===== config.mk =====
export PLATFORM = sky130hd
export DESIGN_NAME = bkram_sequencer
export DESIGN_NICKNAME = d
export VERILOG_FILES = /design/src/rtl/bkram_pkg.sv /design/src/rtl/bk_sector_xfer.sv /design/src/rtl/bkram_sequencer.sv
export SDC_FILE = /design/constraint.sdc
export NUM_CORES = 1
export LEC_CHECK = 0
export CORE_AREA = 3 3 83 85
export DETAILED_ROUTE_END_ITERATION = 8
export DIE_AREA = 0 0 86 88
export PLACE_DENSITY = 0.91
export SYNTH_ARGS = -nofsm -noshare
export SYNTH_HDL_FRONTEND = slang
export SYNTH_SLANG_ARGS = --single-unit
export TNS_END_PERCENT = 30

===== constraint.sdc =====
create_clock -name clk_sys -period 2.7 [get_ports clk_sys]
set_input_delay 0.54 -clock clk_sys [delete_from_list [all_inputs] [get_ports clk_sys]]
set_output_delay 0.54 -clock clk_sys [all_outputs]
set_load 0.1 [all_outputs]

===== src/rtl/bkram_pkg.sv =====
// Shared types and defaults for the battery-backed cartridge RAM save/load sequencer.
package bkram_pkg;

   typedef enum logic [1:0] {IDLE, REQ, XFER} bk_state_t;

   typedef enum logic [1:0] {NONE, AUTOLOAD, LOAD, SAVE} bk_trig_t;

   localparam int BK_ACK_TIMEOUT_DEF = 1 << 20;
   localparam int BK_SECTORS_DEF     = 64;

endpackage


===== src/rtl/bk_sector_xfer.sv =====
// Per-sector REQ/XFER handshake with the HPS: steps the sector number, re-requests
// after each ack falls and aborts when the HPS fails to acknowledge in time.
module bk_sector_xfer
   import bkram_pkg::*;
#(
   parameter int SECTORS     = BK_SECTORS_DEF,
   parameter int ACK_TIMEOUT = BK_ACK_TIMEOUT_DEF
) (
   input  logic        i_clk,
   input  logic        i_rst_n,
   input  logic        i_start,
   input  logic        i_load,
   input  logic        i_ack,
   output logic [31:0] o_lba,
   output logic        o_rd,
   output logic        o_wr,
   output logic        o_done,
   output logic        o_err
);

   localparam int LBA_W = (SECTORS > 1) ? $clog2(SECTORS) : 1;
   localparam int CNT_W = $clog2(ACK_TIMEOUT) + 1;
   localparam logic [LBA_W-1:0] LAST_LBA = LBA_W'(SECTORS - 1);
   localparam logic [CNT_W-1:0] CNT_LAST = CNT_W'(ACK_TIMEOUT - 1);

   bk_state_t        r_state;
   logic [LBA_W-1:0] r_lba;
   logic [CNT_W-1:0] r_cnt;
   logic             r_load;
   logic             r_ack_prev;
   logic             r_rd;
   logic             r_wr;
   logic             w_ack_rise;
   logic             w_ack_fall;

   assign w_ack_rise = i_ack & ~r_ack_prev;
   assign w_ack_fall = ~i_ack & r_ack_prev;

   // A late ack that coincides with the last timeout cycle still counts as an ack.
   assign o_done = (r_state == XFER) & w_ack_fall & (r_lba == LAST_LBA);
   assign o_err  = (r_state == REQ) & ~w_ack_rise & (r_cnt == CNT_LAST);
   assign o_lba  = 32'(r_lba);
   assign o_rd   = r_rd;
   assign o_wr   = r_wr;

   always_ff @(posedge i_clk or negedge i_rst_n) begin
      if (!i_rst_n) begin
         r_state    <= IDLE;
         r_lba      <= '0;
         r_cnt      <= '0;
         r_load     <= 1'b0;
         r_ack_prev <= 1'b0;
         r_rd       <= 1'b0;
         r_wr       <= 1'b0;
      end else begin
         r_ack_prev <= i_ack;
         case (r_state)
            IDLE: begin
               if (i_start) begin
                  r_state <= REQ;
                  r_lba   <= '0;
                  r_cnt   <= '0;
                  r_load  <= i_load;
                  r_rd    <= i_load;
                  r_wr    <= ~i_load;
               end
            end
            REQ: begin
               if (w_ack_rise) begin
                  r_state <= XFER;
                  r_rd    <= 1'b0;
                  r_wr    <= 1'b0;
                  r_cnt   <= '0;
               end else if (r_cnt == CNT_LAST) begin
                  r_state <= IDLE;
                  r_rd    <= 1'b0;
                  r_wr    <= 1'b0;
                  r_cnt   <= '0;
               end else begin
                  r_cnt <= r_cnt + CNT_W'(1);
               end
            end
            XFER: begin
               if (w_ack_fall) begin
                  if (r_lba == LAST_LBA) begin
                     r_state <= IDLE;
                  end else begin
                     r_state <= REQ;
                     r_lba   <= r_lba + LBA_W'(1);
                     r_rd    <= r_load;
                     r_wr    <= ~r_load;
                  end
               end
            end
            default: r_state <= IDLE;
         endcase
      end
   end

endmodule


===== src/rtl/bkram_sequencer.sv =====
// nvram save-file sequencer: enable/dirty tracking, load/save trigger arbitration.
// Define BKRAM_AUTOSAVE_EN to add save-on-OSD-open and the pending term on led.
module bkram_sequencer
   import bkram_pkg::*;
#(
   parameter int SECTORS     = BK_SECTORS_DEF,
   parameter int ACK_TIMEOUT = BK_ACK_TIMEOUT_DEF
) (
   input  logic        clk_sys,
   input  logic        RESET_n,
   input  logic        cart_download,
   input  logic        img_mounted,
   input  logic        img_readonly,
   input  logic [63:0] img_size,
   input  logic        load_req,
   input  logic        save_req,
   input  logic        autosave,
   input  logic        osd_status,
   input  logic        nvram_we,
   input  logic        sd_ack,
   output logic [31:0] sd_lba,
   output logic        sd_rd,
   output logic        sd_wr,
   output logic        bk_ena,
   output logic        bk_busy,
   output logic        bk_loading,
   output logic        bk_pending,
   output logic        bk_err,
   output logic        led
);

   logic     r_dl_prev;
   logic     r_load_prev;
   logic     r_save_prev;
   logic     r_as_prev;
   logic     w_load_lvl;
   logic     w_save_lvl;
   logic     w_as_lvl;
   logic     w_start;
   logic     w_start_load;
   logic     w_done;
   logic     w_err;
   bk_trig_t w_trig;

   assign w_load_lvl = load_req & bk_ena;
   assign w_save_lvl = save_req & bk_ena;

`ifdef BKRAM_AUTOSAVE_EN
   assign w_as_lvl = autosave & bk_pending & osd_status & bk_ena;
   assign led      = bk_busy | (autosave & bk_pending);
`else
   logic w_unused_autosave;
   assign w_unused_autosave = autosave;
   assign w_as_lvl = 1'b0;
   assign led      = bk_busy;
`endif

   // Edge registers track every cycle, so edges seen while busy are simply lost.
   always_comb begin
      w_trig = NONE;
      if (~cart_download & r_dl_prev & (|img_size) & bk_ena)
         w_trig = AUTOLOAD;
      else if (w_load_lvl & ~r_load_prev)
         w_trig = LOAD;
      else if ((w_save_lvl & ~r_save_prev) | (w_as_lvl & ~r_as_prev))
         w_trig = SAVE;
   end

   assign w_start      = ~bk_busy & (w_trig != NONE);
   assign w_start_load = (w_trig == AUTOLOAD) | (w_trig == LOAD);

   always_ff @(posedge clk_sys or negedge RESET_n) begin
      if (!RESET_n) begin
         r_dl_prev   <= 1'b0;
         r_load_prev <= 1'b0;
         r_save_prev <= 1'b0;
         r_as_prev   <= 1'b0;
         bk_ena      <= 1'b0;
         bk_pending  <= 1'b0;
         bk_busy     <= 1'b0;
         bk_loading  <= 1'b0;
         bk_err      <= 1'b0;
      end else begin
         r_dl_prev   <= cart_download;
         r_load_prev <= w_load_lvl;
         r_save_prev <= w_save_lvl;
         r_as_prev   <= w_as_lvl;

         if (cart_download & img_mounted & ~img_readonly)
            bk_ena <= 1'b1;
         else if (cart_download & ~r_dl_prev)
            bk_ena <= 1'b0;

         if (bk_ena & ~osd_status & nvram_we)
            bk_pending <= 1'b1;
         else if (bk_busy)
            bk_pending <= 1'b0;

         if (w_start) begin
            bk_busy    <= 1'b1;
            bk_loading <= w_start_load;
            bk_err     <= 1'b0;
         end else if (w_done | w_err) begin
            bk_busy    <= 1'b0;
            bk_loading <= 1'b0;
            if (w_err)
               bk_err <= 1'b1;
         end
      end
   end

   bk_sector_xfer #(
      .SECTORS     (SECTORS),
      .ACK_TIMEOUT (ACK_TIMEOUT)
   ) u_xfer (
      .i_clk   (clk_sys),
      .i_rst_n (RESET_n),
      .i_start (w_start),
      .i_load  (w_start_load),
      .i_ack   (sd_ack),
      .o_lba   (sd_lba),
      .o_rd    (sd_rd),
      .o_wr    (sd_wr),
      .o_done  (w_done),
      .o_err   (w_err)
   );

endmodule


# Word-level counts from Yosys, hierarchy flattened
# Index checks and enable logic that the tools add are counted.
[totals]
reg_bits = 41
input_bits = 75
out_inout_bits = 40
elab_cells = 113
[classes]
n_addsub = 2
eq_ne = 10
muxes = 37
bitwise_logic = 33
n_reduce_logical = 16
[ops]
columns = ["op", "count"]
rows = [
  ["$reduce_or A64 Y1", 1],
  ["$mux W21", 3],
  ["$pmux W21 S2", 1],
  ["$add A21 B1 Y21 const B", 1],
  ["$eq A21 B20 Y1 const B", 1],
  ["$and A1 B1 Y1", 19],
  ["$mux W1", 19],
  ["$mux W6", 3],
  ["$mux W2", 7],
  ["$reduce_bool A2 Y1", 7],
  ["$not A1 Y1", 12],
  ["$pmux W6 S2", 1],
  ["$add A6 B1 Y6 const B", 1],
  ["$eq A6 B6 Y1 const B", 1],
  ["$pmux W1 S3", 2],
  ["$pmux W2 S3", 1],
  ["$reduce_and A2 Y1", 3],
  ["$reduce_and A5 Y1", 1],
  ["$eq A2 B1 Y1 const B", 2],
  ["$eq A2 B2 Y1 const B", 2],
  ["$ne A2 B1 Y1 const B", 2],
  ["$reduce_and A4 Y1", 1],
  ["$ne A3 B2 Y1 const B", 1],
  ["$reduce_and A3 Y1", 1],
  ["other kinds (4)", 5],
]

# Longest topological paths before layout
# Gate-level depths: netlist (run 1).
[logic_depth]
depth_word = 10
depth_mapped = 12
mapped_depth_nobuf = 11

# Modules after synthesis
# Synthesis (run 1) repeated with hierarchy kept, for this count alone.
[hier_totals]
hier_cells = 280
area_unflattened_um2 = 2568.7
[modules_own_cells]
columns = ["mod", "n_inst", "cells_per_inst", "area_each_um2", "seq_area_each_um2"]
rows = [
  ["bk_sector_xfer", 1, 224, 2087.0, 825.8],
  ["bkram_sequencer", 1, 56, 481.7, 200.2],
]

# Least setup slack after synthesis (run 1)
# OpenSTA, ideal clock, no wires.
[synth_timing]
path_kind = "register to register"
startpoint = "register bk_ena"
endpoint = "register u_xfer.r_rd, in the netlist u_xfer.o_rd"
arrival_ns = 2.883
setup_slack_ns = -0.309
path_stages_with_launch = 10
path_buffers = 0
path_cell_list = "dfrtp_1 and2_1 nor2b_1 a21oi_1 ha_1 o21ai_1 a21boi_1 nand2_1 nor3_2 mux2_2"
[synth_between]
elab_chain_cells = 9
[synth_rtl]
columns = ["item", "line_no", "text"]
rows = [
  ["start: declaration", "bkram_sequencer.sv:24", "output logic bk_ena,"],
  ["start signal: assignment", "bkram_sequencer.sv:78", "bk_ena <= 1'b0;"],
  ["start signal: assignment", "bkram_sequencer.sv:90", "bk_ena <= 1'b1;"],
  ["start signal: assignment", "bkram_sequencer.sv:92", "bk_ena <= 1'b0;"],
  ["$and A1 B1 Y1 (*)", "bkram_sequencer.sv:46", "assign w_save_lvl = save_req & bk_ena;"],
  ["via w_save_lvl", "bkram_sequencer.sv:37", "logic w_save_lvl;"],
  ["$and A1 B1 Y1 (*)", "bkram_sequencer.sv:65", "else if ((w_save_lvl & ~r_save_prev) | (w_as_lvl & ~r_as_prev))"],
  ["$mux W2 (*)", "bkram_sequencer.sv:65", ""],
  ["$mux W2 (*)", "bkram_sequencer.sv:63", "else if (w_load_lvl & ~r_load_prev)"],
  ["$mux W2 (*)", "bkram_sequencer.sv:61", "if (~cart_download & r_dl_prev & (|img_size) & bk_ena)"],
  ["$eq A2 B1 Y1 (tied with other cells)", "bkram_sequencer.sv:70", "assign w_start_load = (w_trig == AUTOLOAD) | (w_trig == LOAD);"],
  ["$or A1 B1 Y1 or $and A1 B1 Y1 (tied branches)", "bkram_sequencer.sv:70, bkram_sequencer.sv:69", ""],
  ["$mux W1 or $ne A2 B1 Y1 (tied branches)", "n/a", ""],
  ["$pmux W1 S3 or $reduce_and A5 Y1 (tied branches)", "n/a", ""],
  ["end signal: assignment", "bk_sector_xfer.sv:64", "r_rd <= i_load;"],
  ["end signal: assignment", "bk_sector_xfer.sv:90", "r_rd <= r_load;"],
  ["end: declaration", "bk_sector_xfer.sv:31", "logic r_rd;"],
]
# The timed path passes the listed nets; every way through them passes the cells marked *. The select of a mux whose other input is x is not followed.
# A chain may end at the register's enable or synchronous reset.

# Final worst setup path (run 1)
[layout_timing]
startpoint = "input port img_size[15]"
endpoint = "register u_xfer.r_rd, in the netlist u_xfer.o_rd"
[layout_between]
elab_chain_cells = 8
[layout_rtl]
columns = ["item", "line_no", "text"]
rows = [
  ["start: declaration", "bkram_sequencer.sv:14", "input logic [63:0] img_size,"],
  ["$reduce_or A64 Y1 (*)", "bkram_sequencer.sv:61", ""],
  ["$and A1 B1 Y1 (*) (2 in series)", "bkram_sequencer.sv:61", ""],
  ["$mux W2 (*)", "bkram_sequencer.sv:61", ""],
  ["$eq A2 B1 Y1 (tied with other cells)", "bkram_sequencer.sv:70", ""],
  ["$or A1 B1 Y1 or $and A1 B1 Y1 (tied branches)", "bkram_sequencer.sv:70, bkram_sequencer.sv:69", ""],
  ["$mux W1 or $ne A2 B1 Y1 (tied branches)", "n/a", ""],
  ["$pmux W1 S3 or $reduce_and A5 Y1 (tied branches)", "n/a", ""],
]
# Mark *: on every way between the ends. The rest lies on a longest branch, timed or not. The select of a mux whose other input is x is not followed.

==> results.yml, run 1 <==
clocking:
  clock-sinks: 41
  tritoncts: "done"
  cts_root_buffer: "clkbuf_8"
  cts_hold_buf: 0
  h-tree-depth: 2
  cts_made_buffers: 5
  clkLatencyLatePin_ns: 0.30
  clk_pin_slew_ns: 0.08
  cts_buffer_depth: 2
logic_synthesis:
  yosysSeqAreaShare_pct: 39.3
  synth_xor_area_share_pct: 1.01
  ys_top_cells_by_count: "dfrtp_1 (41), buf_4 (27), nand2_1 (27)"
  yosysMostFrequentCell: "dfrtp_1"
  synth_top_family_by_area: "simple AND/OR/NAND/NOR gates"
  synth_cell_types: 52
  synthFlopType: "dfrtp_1"
  yosys_warnings: 0
  netlist_instances: 286
  ys_async_sr_fraction_pct: 100
  muxShareOfSynthArea_pct: 2.20
  synth.top_cell.area_share_pct: 39.3
  synth_fa_ha_area_share_pct: 3.35
  yosys-top-cells-area: "dfrtp_1 (39%), buf_4 (7.8%), nor4_1 (4.3%)"
  synth.avg_cell_area_um2: 9.13
  synth_compound_area_share_pct: 16.8
  synth-simple-area-share_pct: 27.2
  synth_edf_count: 0
  yosys.area.top_type: "dfrtp_1"
  syn-cell-area_mm2: 0.00261
  synth-seq-cells: 41
detailed_routing:
  via_count: 2645
  drc_errors: 0
  drt_iter0_drc: 182
  viasPerCell: 5.68
  wirelength_um: 8020
  drtAntennaViolNets: 0
  dr.pass1.iters: 4
  drt-wirelength-per-cell_um: 17.2
critical_path:
  r2r-end: "u_xfer.o_rd"
  rr_startpoint: "u_xfer.r_cnt[0]"
  cp-end-kind: "flop"
  cp_data_arrival_time_ns: 2.82
  startpoint: "img_size[15]"
  r2r_cells: 7
  path_common_cell: "nor4_2"
  cp_max_fo: 3
  crit_end: "u_xfer.o_rd"
  r2r_slack_ns: 0.30
  cp_cell_sequence: "clkdlybuf4s15_1 -> nor4_2 -> nand4_1 -> nor4_2 -> nor3_2 -> o21bai_1 -> ha_2 -> o21ai_2 -> a21boi_4 -> nand2_2 -> nor3_4 -> mux2_4"
  slowest_stage: "mux2_4"
  critical_path_class: "primary input to flop"
  required_ns: 2.88
  setup.worst_path.start_class: "primary input"
  slowest_delay_ns: 0.32
final_layout:
  reg_top3: "u_xfer.r_cnt (21), u_xfer.r_lba (6), u_xfer.r_state (2)"
  max_flop_register: "u_xfer.r_cnt"
  drive_above_1_share_pct: 28.8
  area_growth_syn_to_layout_pct: 39.3
  nets: 470
  largest_register_ffs: 21
  antennaDiodeCount: 0
sta:
  maxSlewHeadroom_pct: 63.9
  rsz0062_at_grt: "true"
  period_needed_ns: 2.63
  fin_crit_sh_pct: 97.6
  fmax_ghz: 0.380
  worst_slew_pin_slew_ns: 0.542
  slew_violations: 0
  finalSetupViolations: 0
  hold_viol: 0
  tns_ns: 0
  finalClockSkew_ns: 0.00643
pwr:
  peakVddDrop_mv: 0.804
  switching_share_pct: 48.8
  switchingPower_uw: 1280
  intPower_uw: 1350
  share_comb_of_total_power_pct: 55.6
  leakage_uw: 0.00165
  p_seq_share_pct: 29.3
  p_per_area_mw_per_mm2: 723
  power_uw: 2630
  clkPwrFrac_pct: 15.0
placed_design:
  gp_congestion: 0.862
  portBuffers: 87
  dp_hpwl_um: 5780
floorplan:
  ios: 115
  initial_core_util_pct: 41.6
  die_h_um: 88
  rows: 29
  die_area_mm2: 0.00757
  dieWidth_um: 86
  core_area_mm2: 0.00628
hold_path:
  hold_path_class: "primary input to asynchronous set/reset pin"
grt:
  antenna_found_initial: 0
  overflow: 0
  first_global_vias: 2672
  grt_pass1_wl_um: 12400
  grt_max_degree: 24
  track_usage_pct: 20.4
outcome:
  status: "completed"
flow_run:
  max-cap-violations: 0
## worst max-delay path, delay by kind of cell
family                     cells  cell delay (ns)
adders and majority gates      1             0.21
muxes                          1             0.32
AOI/OAI and AO/OA              3             0.53
buffers and inverters          1             0.19
and+or+nand+nor                6             1.02
## worst min path at each step
stage                           from               end  slack, ns  depth (start not counted)
floorplan                    RESET_n           bk_busy       0.24                          0
CTS                          RESET_n   u_xfer.r_cnt[5]       0.23                          1
detailed placement         r_dl_prev            bk_ena       0.49                          2
finish                       RESET_n   u_xfer.r_cnt[5]       0.21                          1
global route                 RESET_n   u_xfer.r_cnt[5]       0.24                          1
global placement    u_xfer.r_cnt[16]  u_xfer.r_cnt[16]       0.49                          1
## stage by stage
stage | cell area [um2] | worst slack (ns) | hold WS, ns | utilization, % | std cells
6_report | 3640 | 0.0651 | 0.208 | 58.0 | 466
5_1_grt | 3640 | -0.0579 | 0.242 | 58.0 | 466
4_1_cts | 3600 | -0.00395 | 0.233 | 57.3 | 466
3_5_place_dp | 3540 | -0.732 | 0.495 | 56.3 | 454
3_3_place_gp | 3540 | -0.608 | 0.485 | 56.3 | 454
2_1_floorplan | 2750 | -0.0259 | 0.244 | - | 311
## area by class of cell
| class | count | area (um2) |
|---|---|---|
| clock buffer | 8 | 80.1 |
| fill | 525 | 2640 |
| inverter | 9 | 33.8 |
| multi-input combinational | 228 | 1620 |
| sequential | 41 | 1030 |
| tap | 77 | 96.3 |
| timing repair buffer | 103 | 785 |
## kinds of logic (layout without fill, tap and decap cells)
group / after synthesis / after routing
compound gates: 70 / 70
xor+xnor: 3 / 3
fa+ha+maj: 7 / 7
buf+inv: 42 / 120
flops: 41 / 41
mux: 5 / 5
other cells: 1 / 26
simple gates: 117 / 117
## placed cells by master (no fill, tap or decap), types with 12 or more instances in the layout
cell / instances
nor2_1: 15
conb_1: 26
nand2_1: 25
o21ai_0: 20
nand4_1: 12
buf_4: 29
buf_2: 26
a31oi_1: 14
dfrtp_1: 40
clkdlybuf4s15_1: 22
## routing by layer
metal | up-vias | global-route usage, % | share of wire, %
li1 | 1227 | - | -
met1 | 1283 | 24.3 | 40
met2 | 116 | 36.4 | 53
met3 | 19 | 4.05 | 5.4
met4 | 0 | 7.19 | 2.0
met5 | - | 0 | 0
## power by group through the flow
| stage | registers (uW) | logic [uW] | clock network (uW) |
|---|---|---|---|
| after floorplan | 1020 | 709 | 0 |
| after global placement | 771 | 1300 | 0 |
| after detailed placement | 776 | 1330 | 0 |
| after CTS | 767 | 1400 | 393 |
| after global routing | 780 | 1530 | 425 |
| final | 772 | 1460 | 396 |
## timing repair
item | 4_1_cts | 5_1_grt
endpoints found under the setup margin | 30 | 28
cloned | 0 | 1
pin swaps | 25 | 18
resized for setup | 167 | 31
buffers inserted | 4 | 0
Note: power is estimated with default switching activity, not from simulation.
==> run 2: changes to the inputs <==
--- a/config.mk
+++ b/config.mk
@@ -6,6 +6,7 @@
 export NUM_CORES = 1
 export LEC_CHECK = 0
 export CORE_AREA = 3 3 83 85
+export CTS_BUF_LIST = sky130_fd_sc_hd__clkbuf_8
 export DETAILED_ROUTE_END_ITERATION = 8
 export DIE_AREA = 0 0 86 88
 export PLACE_DENSITY = 0.91
==> run 2 against run 1 <==
  * Die area unchanged
  * Routed wire length hardly changed
  * Critical path type unchanged
  * Clock power decreased by 3%
==> results.yml, run 2 (same netlist as run 1, synthesis figures left out) <==
critical_path:
  setup.worst_path.start_class: "primary input"
  cp-end-kind: "flop"
  required_ns: 2.88
  cp_data_arrival_time_ns: 2.82
  critical_path_class: "primary input to flop"
  cp_max_fo: 3
pwr:
  power_uw: 2620
  leakage_uw: 0.00167
  p_per_area_mw_per_mm2: 719
  peakVddDrop_mv: 0.795
sta:
  tns_ns: 0
  maxSlewHeadroom_pct: 63.2
  finalSetupViolations: 0
  worst_slew_pin_slew_ns: 0.552
  rsz0062_at_grt: "true"
  hold_viol: 0
  fmax_ghz: 0.379
  slew_violations: 0
  fin_crit_sh_pct: 97.7
  finalClockSkew_ns: 0.00998
  period_needed_ns: 2.64
detailed_routing:
  drtAntennaViolNets: 0
  dr.pass1.iters: 4
  viasPerCell: 5.70
  via_count: 2656
  drt_iter0_drc: 194
  wirelength_um: 8030
  drc_errors: 0
  drt-wirelength-per-cell_um: 17.2
final_layout:
  max_flop_register: "u_xfer.r_cnt"
  design_area_mm2: 0.00364
  final_cells: 466
  final_cell_mix: "dfrtp_1 (40), buf_4 (29), conb_1 (26), buf_2 (26), nand2_1 (25)"
  antennaDiodeCount: 0
  drive_above_1_share_pct: 28.8
  nets: 470
  largest_register_ffs: 21
  layout_commonest_cell: "dfrtp_1"
  reg_top3: "u_xfer.r_cnt (21), u_xfer.r_lba (6), u_xfer.r_state (2)"
  n_fill_cell: 525
  fin_util_pct: 58.0
  area_growth_syn_to_layout_pct: 39.3
grt:
  grt_max_degree: 24
  first_global_vias: 2660
  track_usage_pct: 20.4
  antenna_found_initial: 0
  overflow: 0
  grt_pass1_wl_um: 12400
placed_design:
  place_area_mm2: 0.00354
  portBuffers: 87
  dp.cells: 454
  gp_congestion: 0.862
  dp_hpwl_um: 5780
flow_run:
  max-cap-violations: 0
clocking:
  clock-sinks: 41
  cts_made_buffers: 5
  h-tree-depth: 2
  clk_pin_slew_ns: 0.08
  cts_root_buffer: "clkbuf_8"
  tritoncts: "done"
  cts_buffer_depth: 2
  clkLatencyLatePin_ns: 0.30
floorplan:
  die_h_um: 88
  rows: 29
  dieWidth_um: 86
  core_area_mm2: 0.00628
  die_area_mm2: 0.00757
  initial_core_util_pct: 41.6
  ios: 115
hold_path:
  hold_path_class: "primary input to asynchronous set/reset pin"
outcome:
  status: "completed"
## run 2: cell count changes in the layout (fill, tap and decap cells not counted), sizes merged
cell,previous run,this run
inv,9,12
clkbuf,15,12
## run 2: path summary, 6_finish.rpt
check	from	endpoint	slack (ns)	cells after the start
max	img_size[15]	u_xfer.o_rd	0.06	12
min	RESET_n	u_xfer.r_cnt[5]	0.21	1
max reg2reg	u_xfer.r_cnt[0]	u_xfer.o_rd	0.32	7
min reg2reg	r_dl_prev	bk_ena	0.52	2
max in group asynchronous	RESET_n	u_xfer.r_lba[3]	1.81	2
min in group clk_sys	r_dl_prev	bk_ena	0.52	2
## run 2: worst max-delay path: stages
cell and delay [ns]:
clkdlybuf4s15_1 0.19, nor4_2 0.24, nand4_1 0.15, nor4_2 0.26, nor3_2 0.09, o21bai_1 0.16
ha_2 0.21, o21ai_2 0.15, a21boi_4 0.22, nand2_2 0.09, nor3_4 0.19, mux2_4 0.32
## run 2: metrics by stage
stage / setup WS [ns] / hold slack (ns)
finish: 0.0624 / 0.212
global route: -0.0547 / 0.239
CTS: -0.00362 / 0.233
detailed placement: -0.732 / 0.495
global placement: -0.608 / 0.485
floorplan: -0.0259 / 0.244
## run 2: per-layer routing
layer	global-route usage, %	wire length [um]	share of wire [%]	up-vias
li1	-	-	-	1229
met1	24.5	3240	40	1287
met2	36.9	4230	53	125
met3	3.95	423	5.3	15
met4	6.33	133	1.7	0
met5	0	0	0	-
## run 2: layout make-up
| type | count | area [um2] | area share [%] |
|---|---|---|---|
| Multi-Input combinational cell | 228 | 1620 | 44.4 |
| Sequential cell | 41 | 1030 | 28.2 |
| Timing Repair Buffer | 103 | 785 | 21.6 |
| Tap cell | 77 | 96.3 | 2.65 |
| Clock buffer | 5 | 68.8 | 1.89 |
| Inverter | 9 | 33.8 | 0.928 |
| Clock inverter | 3 | 11.3 | 0.309 |
## run 2: repair_timing
item,4_1_cts,5_1_grt
hold buffers,0,0
buffers inserted,4,0
cloned,0,1
setup endpoints to repair,30,28
hold endpoints to repair,0,0
pin swaps,25,18
gates resized for setup,167,31
## run 2: power breakdown
part / switching (uW) / internal [uW] / total (uW)
clock network: 211 / 173 / 383
registers: 84.6 / 687 / 772
logic: 988 / 475 / 1460
total: 1280 / 1340 / 2620
